===== config.mk =====
export PLATFORM = sky130hd
export DESIGN_NAME = square_gen_bcd_ctrl
export DESIGN_NICKNAME = d
export VERILOG_FILES = /design/src/rtl/square_gen_bcd_ctrl.sv
export SDC_FILE = /design/constraint.sdc
export NUM_CORES = 1
export LEC_CHECK = 0
export CAP_MARGIN = 20
export CORE_MARGIN = 3
export CORE_UTILIZATION = 40
export CTS_BUF_LIST = sky130_fd_sc_hd__clkbuf_4 sky130_fd_sc_hd__clkbuf_8
export DETAILED_ROUTE_END_ITERATION = 16
export GPL_TIMING_DRIVEN = 0
export PLACE_DENSITY = 0.58
export SLEW_MARGIN = 5
export SYNTH_ARGS = -nofsm -noshare
export SYNTH_HDL_FRONTEND = slang
export SYNTH_SLANG_ARGS = --single-unit

===== constraint.sdc =====
create_clock -name clk -period 12.65 [get_ports clk]
set_clock_uncertainty 0.15 [all_clocks]
set_input_delay 2.53 -clock clk [delete_from_list [all_inputs] [get_ports clk]]
set_output_delay 2.53 -clock clk [all_outputs]
set_load 0.005 [all_outputs]

===== src/rtl/square_gen_bcd_ctrl.sv =====
// square_gen_bcd_ctrl: BCD-entered frequency setting, sequential BCD->binary and
// restoring division to a half-period, and a glitch-free square output stage.
module square_gen_bcd_ctrl #(
    parameter int CLK_HZ = 50_000_000,
    parameter int DIGITS = 6,
    parameter int CNT_W  = 32
) (
    input  logic                  clk,
    input  logic                  rst,
    input  logic                  inc_p,
    input  logic                  dec_p,
    input  logic                  cur_up_p,
    input  logic                  cur_dn_p,
    input  logic                  out_en,
    output logic [4*DIGITS-1:0]   bcd,
    output logic [3:0]            cursor,
    output logic [CNT_W-1:0]      freq_hz,
    output logic                  busy,
    output logic                  square,
    output logic                  rise_p
);
    localparam int BW = 4 * DIGITS;
    localparam int CW = $clog2(CNT_W + DIGITS) + 1;
    localparam logic [BW-1:0] ONE = BW'(1);
    localparam logic [3:0] LAST_DIG = 4'(DIGITS - 1);
    localparam logic [CNT_W-1:0] DIVIDEND = CNT_W'(CLK_HZ / 2);
    localparam logic [CNT_W-1:0] INIT_HALF = (DIVIDEND == '0) ? CNT_W'(1) : DIVIDEND;

    typedef enum logic [1:0] {IDLE, B2B, DIV, LOAD} state_t;

    state_t             r_state, w_nstate;
    logic [BW-1:0]      r_bcd, w_inc_bcd, w_dec_bcd, w_nxt_bcd;
    logic [3:0]         r_cursor, w_nxt_cur, w_idx, w_digit;
    logic [CW-1:0]      r_cnt;
    logic [CNT_W-1:0]   r_acc, r_freq, r_rem, r_quo, r_pending, r_active, r_phase, w_acc10;
    logic [CNT_W:0]     w_sh, w_diff;
    logic [4:0]         w_sum, w_sub;
    logic               w_carry, w_borrow, w_start, w_ge, w_busy, r_square, r_rise;

    // Ripple the +/-10^cursor through all digits; carry/borrow out flags range overflow.
    always_comb begin
        w_inc_bcd = r_bcd;
        w_dec_bcd = r_bcd;
        w_carry   = 1'b0;
        w_borrow  = 1'b0;
        w_sum     = '0;
        w_sub     = '0;
        for (int i = 0; i < DIGITS; i++) begin
            w_sum = {1'b0, r_bcd[4*i +: 4]} + {4'b0, (4'(i) == r_cursor)} + {4'b0, w_carry};
            w_carry = w_sum > 5'd9;
            w_inc_bcd[4*i +: 4] = w_carry ? 4'(w_sum - 5'd10) : w_sum[3:0];
            w_sub = {4'b0, (4'(i) == r_cursor)} + {4'b0, w_borrow};
            w_borrow = {1'b0, r_bcd[4*i +: 4]} < w_sub;
            w_dec_bcd[4*i +: 4] = 4'({1'b0, r_bcd[4*i +: 4]} + (w_borrow ? 5'd10 : 5'd0) - w_sub);
        end
    end

    assign w_nxt_bcd = (inc_p && !dec_p) ? (w_carry ? r_bcd : w_inc_bcd)
                     : (dec_p && !inc_p) ? ((w_borrow || w_dec_bcd == '0) ? ONE : w_dec_bcd)
                     : r_bcd;
    assign w_start   = w_nxt_bcd != r_bcd;
    assign w_nxt_cur = (cur_up_p && !cur_dn_p) ? ((r_cursor == LAST_DIG) ? 4'd0 : r_cursor + 4'd1)
                     : (cur_dn_p && !cur_up_p) ? ((r_cursor == 4'd0) ? LAST_DIG : r_cursor - 4'd1)
                     : r_cursor;

    assign w_idx   = LAST_DIG - r_cnt[3:0];
    assign w_digit = 4'(r_bcd >> {w_idx, 2'b00});
    assign w_acc10 = (r_acc << 3) + (r_acc << 1) + CNT_W'(w_digit);
    assign w_sh    = {r_rem, r_quo[CNT_W-1]};
    assign w_ge    = w_sh >= {1'b0, r_freq};
    assign w_diff  = w_sh - {1'b0, r_freq};

    always_comb begin
        w_nstate = r_state;
        w_busy   = r_state != IDLE;
        if (w_start)
            w_nstate = B2B;
        else if (r_state == B2B && r_cnt == CW'(DIGITS - 1))
            w_nstate = DIV;
        else if (r_state == DIV && r_cnt == CW'(CNT_W - 1))
            w_nstate = LOAD;
        else if (r_state == LOAD)
            w_nstate = IDLE;
    end

    always_ff @(posedge clk or posedge rst) begin
        if (rst)
            r_state <= IDLE;
        else
            r_state <= w_nstate;
    end

    always_ff @(posedge clk or posedge rst) begin
        if (rst) begin
            r_bcd     <= ONE;
            r_cursor  <= '0;
            r_cnt     <= '0;
            r_acc     <= '0;
            r_freq    <= CNT_W'(1);
            r_rem     <= '0;
            r_quo     <= '0;
            r_pending <= INIT_HALF;
        end else begin
            r_bcd    <= w_nxt_bcd;
            r_cursor <= w_nxt_cur;
            r_cnt    <= (w_start || w_nstate != r_state || r_state == IDLE) ? '0 : r_cnt + CW'(1);
            if (w_start) begin
                r_acc <= '0;
            end else if (r_state == B2B) begin
                r_acc <= w_acc10;
                r_rem <= '0;
                r_quo <= DIVIDEND;
                if (r_cnt == CW'(DIGITS - 1))
                    r_freq <= w_acc10;
            end else if (r_state == DIV) begin
                r_rem <= w_ge ? w_diff[CNT_W-1:0] : w_sh[CNT_W-1:0];
                r_quo <= {r_quo[CNT_W-2:0], w_ge};
            end else if (r_state == LOAD) begin
                r_pending <= (r_quo == '0) ? CNT_W'(1) : r_quo;
            end
        end
    end

    // The new half-period is only adopted at a toggle so every phase runs full length.
    always_ff @(posedge clk or posedge rst) begin
        if (rst) begin
            r_phase  <= '0;
            r_square <= 1'b0;
            r_rise   <= 1'b0;
            r_active <= INIT_HALF;
        end else if (!out_en) begin
            r_phase  <= '0;
            r_square <= 1'b0;
            r_rise   <= 1'b0;
        end else if (r_phase == r_active - CNT_W'(1)) begin
            r_phase  <= '0;
            r_square <= ~r_square;
            r_rise   <= ~r_square;
            r_active <= r_pending;
        end else begin
            r_phase  <= r_phase + CNT_W'(1);
            r_rise   <= 1'b0;
        end
    end

    assign bcd     = r_bcd;
    assign cursor  = r_cursor;
    assign freq_hz = r_freq;
    assign busy    = w_busy;
    assign square  = r_square;
    assign rise_p  = r_rise;
endmodule

==> results of run 1 <==
area by class of cell:
cell class / count / area, um2 / area share (%)
inverter: 128 / 488 / 2.15
clock buffer: 77 / 966 / 4.27
tap: 656 / 821 / 3.62
multi-input combinational: 1677 / 12400 / 54.6
clock inverter: 13 / 130 / 0.575
timing repair buffer: 79 / 816 / 3.60
buffer: 101 / 462 / 2.04
sequential: 262 / 6590 / 29.1
synth_stat cells, types with 8 or more instances:
cell        n
or3_1      20
fa_1       19
dfrtp_1   236
a21oi_1   110
o31ai_1    27
mux2_1    112
o22ai_1    11
nand4_1    29
o21ai_0   117
clkbuf_1   65
a22oi_1     8
nor4_1     25
ha_1      138
and2_1     11
nor2b_1    39
buf_2      24
o21bai_1   10
inv_1     122
o21ai_1    18
a31oi_1    26
buf_1      10
a22o_1     34
o211ai_1   10
a21o_1     32
o21a_1     21
nor2_1    188
nor4b_1    11
nand3_1    58
nor3_1     39
mux2i_1    41
nand2b_1   28
and3_1     33
xnor2_1    86
a211oi_1   25
nand2_1   133
dfstp_2    26
xor2_1     64
or4_1       9
registers in the layout (all words and copies together), names as in the netlist:
signal and count:
bcd 24, cursor 4, freq_hz 32, r_acc 31
r_active 32, r_cnt 7, r_pending 32, r_phase 32
r_quo 32, r_rem 32, r_state 2, rise_p 1
square 1
cell families (layout without fill, tap and decap cells):
group           after synthesis  after routing  synth area share, %
compound gates              534            534                 17.8
xor+xnor                    150            150                 6.64
mux                         163            163                 9.24
buf+inv                     234            398                 4.78
flops                       262            262                 33.3
simple gates                672            672                 17.6
fa+ha+maj                   158            158                 10.7
where the power goes:
part           internal [mW]  switching (mW)  total, mW
clock                  0.527           0.398      0.925
sequential             0.904           0.121       1.02
combinational          0.853            1.39       2.24
total                   2.28            1.91       4.19
final timing paths:
kind	startpoint	endpoint	slack, ns	depth (start not counted)
setup / recovery	cursor[0]	freq_hz[1]	0.60	54
hold / removal	r_pending[27]	r_active[27]	0.33	1
setup reg to reg	cursor[0]	freq_hz[1]	0.60	54
hold reg to reg	r_pending[27]	r_active[27]	0.33	1
max in group asynchronous	rst	r_rem[25]	8.87	4
min in group asynchronous	rst	bcd[7]	2.12	2
timing repair:
item                                    CTS  global route
hold endpoints to repair                  0             0
gates resized for setup                  19            17
hold buffers                              0             0
pin swaps                                 3             3
buffers inserted                          6             3
endpoints found under the setup margin  182           167
layer usage:
| metal | vias to the layer above | share of wire (%) | GRT usage [%] |
|---|---|---|---|
| met5 | - | 0 | 0 |
| met4 | 0 | 3.3 | 7.54 |
| met3 | 135 | 6.7 | 4.80 |
| met2 | 569 | 44 | 34.5 |
| met1 | 8401 | 46 | 32.1 |
| li1 | 8158 | - | - |
through the flow:
step	area [um2]	utilization, %	total power, mW	setup WS [ns]	hold WS (ns)
6_report	22600	46.8	4.19	0.605	0.327
5_1_grt	22600	46.8	4.45	0.0717	0.353
4_1_cts	22600	46.7	4.13	0.00233	0.329
3_5_place_dp	21400	44.2	3.14	-1.94	0.315
3_3_place_gp	21300	44.1	3.12	-1.74	0.312
2_1_floorplan	19800	-	2.43	1.51	0.300
==> out/results.ini, run 1 <==
[cells_and_area]
layout_commonest_cell = dfrtp_1
stdcell_count = 2993
syn2layout_area_growth_pct = 14.4
nets = 2461
n_fill_cell = 4608
drive_gt1_share_pct = 9.71
diodes = 0
layout_common_cells = 236 x dfrtp_1, 187 x nor2_1, 134 x ha_1

[yosys]
ys_ff_latch = 262
synth_edf_count = 0
netlist_area_um2 = 19800
ys_types = 97
syn_inst = 2173
synth.largest_area_cell = dfrtp_1
synth_top_area_share_pct = 29.8
ys_seq_area_share_pct = 33.3
syn_area_per_cell_um2 = 9.11
ys_async_sr_fraction_pct = 100
synth_nets = 2337
synth_ff_type = dfrtp_1
yosys_warnings = 0
synth.area.top_cells = dfrtp_1 30%, ha_1 8.7%, mux2_1 6.4%

[clocking]
root_buffer = clkbuf_8
htree_levels = 2
clkSinkCount = 262
clock_latency_ns = 0.66
path_clk_slew_ns = 0.06
tritoncts = yes
clockBufferDepth = 3
cts_buffers = 48

[floorplan]
io_pins = 70
die_w_um = 228
die_area_um2 = 52200
coreArea_um2 = 48300
die_h_um = 228
rows = 80
initial_core_util_pct = 41.0

[worst_setup_path]
critical_path_arrival_ns = 12.42
cp_top_family = adder cells
crit_top_cell = inv_1
end_kind = register
crit_fanout = 10
crit_buf_inv = 15
max_stage_delay_ns = 0.47
cp-start-kind = register
cp_slowest_cell = fa_1
path_class = reg -> reg
worstPathRequired_ns = 13.02

[route]
wire_per_inst_um = 20.1
drtAntennaViolNets = 0
drt_first_pass_iters = 9
post-route-drc-count = 0
num_vias = 17300
viasPerCell = 5.77
wirelength_um = 60300
drtIter0Drc = 1590

[global_routing]
grt_usage_pct = 22.7
grt_max_degree = 124
antenna_found_initial = 1
grt_pass1_vias = 16900
grt_pass1_wl_um = 95600
gr-total-overflow = 0

[timing]
finalCriticalPeriod_ns = 12.05
fin_crit_sh_pct = 95.2
worst_pin_slew_ns = 1.05
rsz0062_at_grt = no
maxSlewHeadroom_pct = 28.2
slew_violations = 0
hold_viol = 0
setup_violations = 0
finalSetupTns_ns = 0
fmax_mhz = 83.0

[min_path]
hp-class = reg -> reg

[power_and_ir_drop]
powerDensity_nw_per_um2 = 185
power_leakage_nw = 10.6
vdd_drop_max_uv = 181

[job]
cap_viol_max_count = 0

[place]
place_inst = 2899
place.gp.congestion = 0.979
dp_hpwl_um = 45000
portBuffers = 68

[status]
status = finished clean

(Power assumes the default switching activity.)
==> inputs of run 2 (changes only) <==
--- a/config.mk
+++ b/config.mk
@@ -12,6 +12,8 @@
 export DETAILED_ROUTE_END_ITERATION = 16
 export GPL_TIMING_DRIVEN = 0
 export PLACE_DENSITY = 0.58
+export RECOVER_POWER = 50
+export SKIP_LAST_GASP = 1
 export SLEW_MARGIN = 5
 export SYNTH_ARGS = -nofsm -noshare
 export SYNTH_HDL_FRONTEND = slang
==> out/results.ini, run 2 (synthesized netlist as in run 1, its figures left out) <==
[clocking]
cts_buffers = 48
clockBufferDepth = 3
htree_levels = 2
clkSinkCount = 262
clock_latency_ns = 0.66
root_buffer = clkbuf_8
path_clk_slew_ns = 0.06
tritoncts = yes

[worst_setup_path]
critical_path_arrival_ns = 12.41
cp-start-kind = register
path_class = reg -> reg
worstPathRequired_ns = 13.01
cp_slowest_cell = nor2_2
end_kind = register
max_stage_delay_ns = 0.48
crit_fanout = 10
crit_top_cell = inv_1

[global_routing]
met1_usage_pct = 32.1
busiest_layer = met2
grt_pass1_wl_um = 95600
grt_max_degree = 124
grt_pass1_vias = 16900
gr-total-overflow = 0
grtUsageMet3_pct = 4.80
antenna_found_initial = 1
use_met2_pct = 34.5
grt_usage_pct = 22.7

[cells_and_area]
nets = 2461
n_fill_cell = 4611
layout_common_cells = 236 x dfrtp_1, 187 x nor2_1, 134 x ha_1
finish.utilization_pct = 46.8
syn2layout_area_growth_pct = 14.2
diodes = 0
final-seq-area_um2 = 6590
stdcell_count = 2993
layout_commonest_cell = dfrtp_1
stdcell_area_um2 = 22600
multi_input_area_um2 = 12400
drive_gt1_share_pct = 9.63

[route]
viasPerCell = 5.75
drt_first_pass_iters = 5
num_vias = 17200
drtAntennaViolNets = 0
drtIter0Drc = 1660
wire_per_inst_um = 20.1
post-route-drc-count = 0
wirelength_um = 60300

[place]
place.gp.congestion = 0.979
dp_slack_ns = -1.94
portBuffers = 68
place_area_um2 = 21400
dp_hpwl_um = 45000
place_inst = 2899

[timing]
hold_viol = 0
timing.final.ws_setup_ns = 0.600
maxSlewHeadroom_pct = -338
worst_pin_slew_ns = 6.57
setup_violations = 0
finalCriticalPeriod_ns = 12.05
fin_crit_sh_pct = 95.3
rsz0062_at_grt = no
fmax_mhz = 83.0
slew_violations = 172
finalSetupTns_ns = 0

[power_and_ir_drop]
powerDensity_nw_per_um2 = 185
power_leakage_nw = 10.6
vdd_drop_max_uv = 181

[job]
cap_viol_max_count = 2

[status]
status = finished, violations left
failed_checks = max-capacitance violations, max-slew violations

[floorplan]
initial_core_util_pct = 41.0
die_area_um2 = 52200
rows = 80
io_pins = 70
die_h_um = 228
die_w_um = 228
coreArea_um2 = 48300

[min_path]
hp-class = reg -> reg

-- run 2: cell types whose count changed in the layout (fill, tap and decap cells not counted), sizes merged --
| cell | delta |
|---|---|
| dlygate4sd3 | +25 |
| clkbuf | +1 |
| buf | -1 |
| clkdlybuf4s50 | -25 |
| clkinvlp | +1 |
| inv | -1 |
-- run 2: worst paths after layout --
path,from,endpoint,slack (ns),cells after the start
max in group asynchronous,rst,r_phase[4],2.43,3
setup reg to reg,cursor[0],r_quo[8],0.60,51
min in group asynchronous,rst,bcd[7],2.82,2
hold / removal,r_pending[27],r_active[27],0.33,1
setup / recovery,cursor[0],r_quo[8],0.60,51
hold reg to reg,r_pending[27],r_active[27],0.33,1
-- run 2: final cells by class --
type                            instances  area share (%)
Multi-Input combinational cell       1677            54.7
Tap cell                              656            3.63
Buffer                                101            2.04
Sequential cell                       262            29.1
Clock buffer                           77            4.27
Inverter                              128            2.13
Clock inverter                         13           0.576
Timing Repair Buffer                   79            3.50
-- run 2: layer usage --
metal / up-vias / part of all wire [%]
met4: 0 / 3.3
met2: 572 / 44
met5: - / 0
met3: 128 / 6.4
met1: 8373 / 47
li1: 8147 / -
-- run 2: metrics by stage --
step | hold slack (ns) | total power [mW]
after detailed placement | 0.315 | 3.14
final | 0.327 | 4.18
after floorplan | 0.300 | 2.43
after CTS | 0.329 | 4.13
after global placement | 0.312 | 3.12
after global routing | 0.353 | 4.45
-- run 2: repair_timing --
item                       4_1_cts  5_1_grt
hold buffers                     0        0
setup buffers                    6        3
resized for setup               19       17
setup endpoints to repair      182      167
pin swaps                        3        3
-- run 2: critical path: cells and delay by family (launching register included) --
family                   cells  cell delay [ns]
adder cells (fa/ha/maj)     12             4.02
AND/OR/NAND/NOR             16             2.90
buffers and inverters       12             2.04
AO/OA/AOI/OAI               10             1.97
flip-flops                   1             0.43
multiplexers                 1             0.35
-- run 2: report_power, final --
group	total (mW)	switching (mW)	internal, mW
logic	2.23	1.38	0.850
clock network	0.926	0.399	0.527
registers	1.02	0.120	0.904
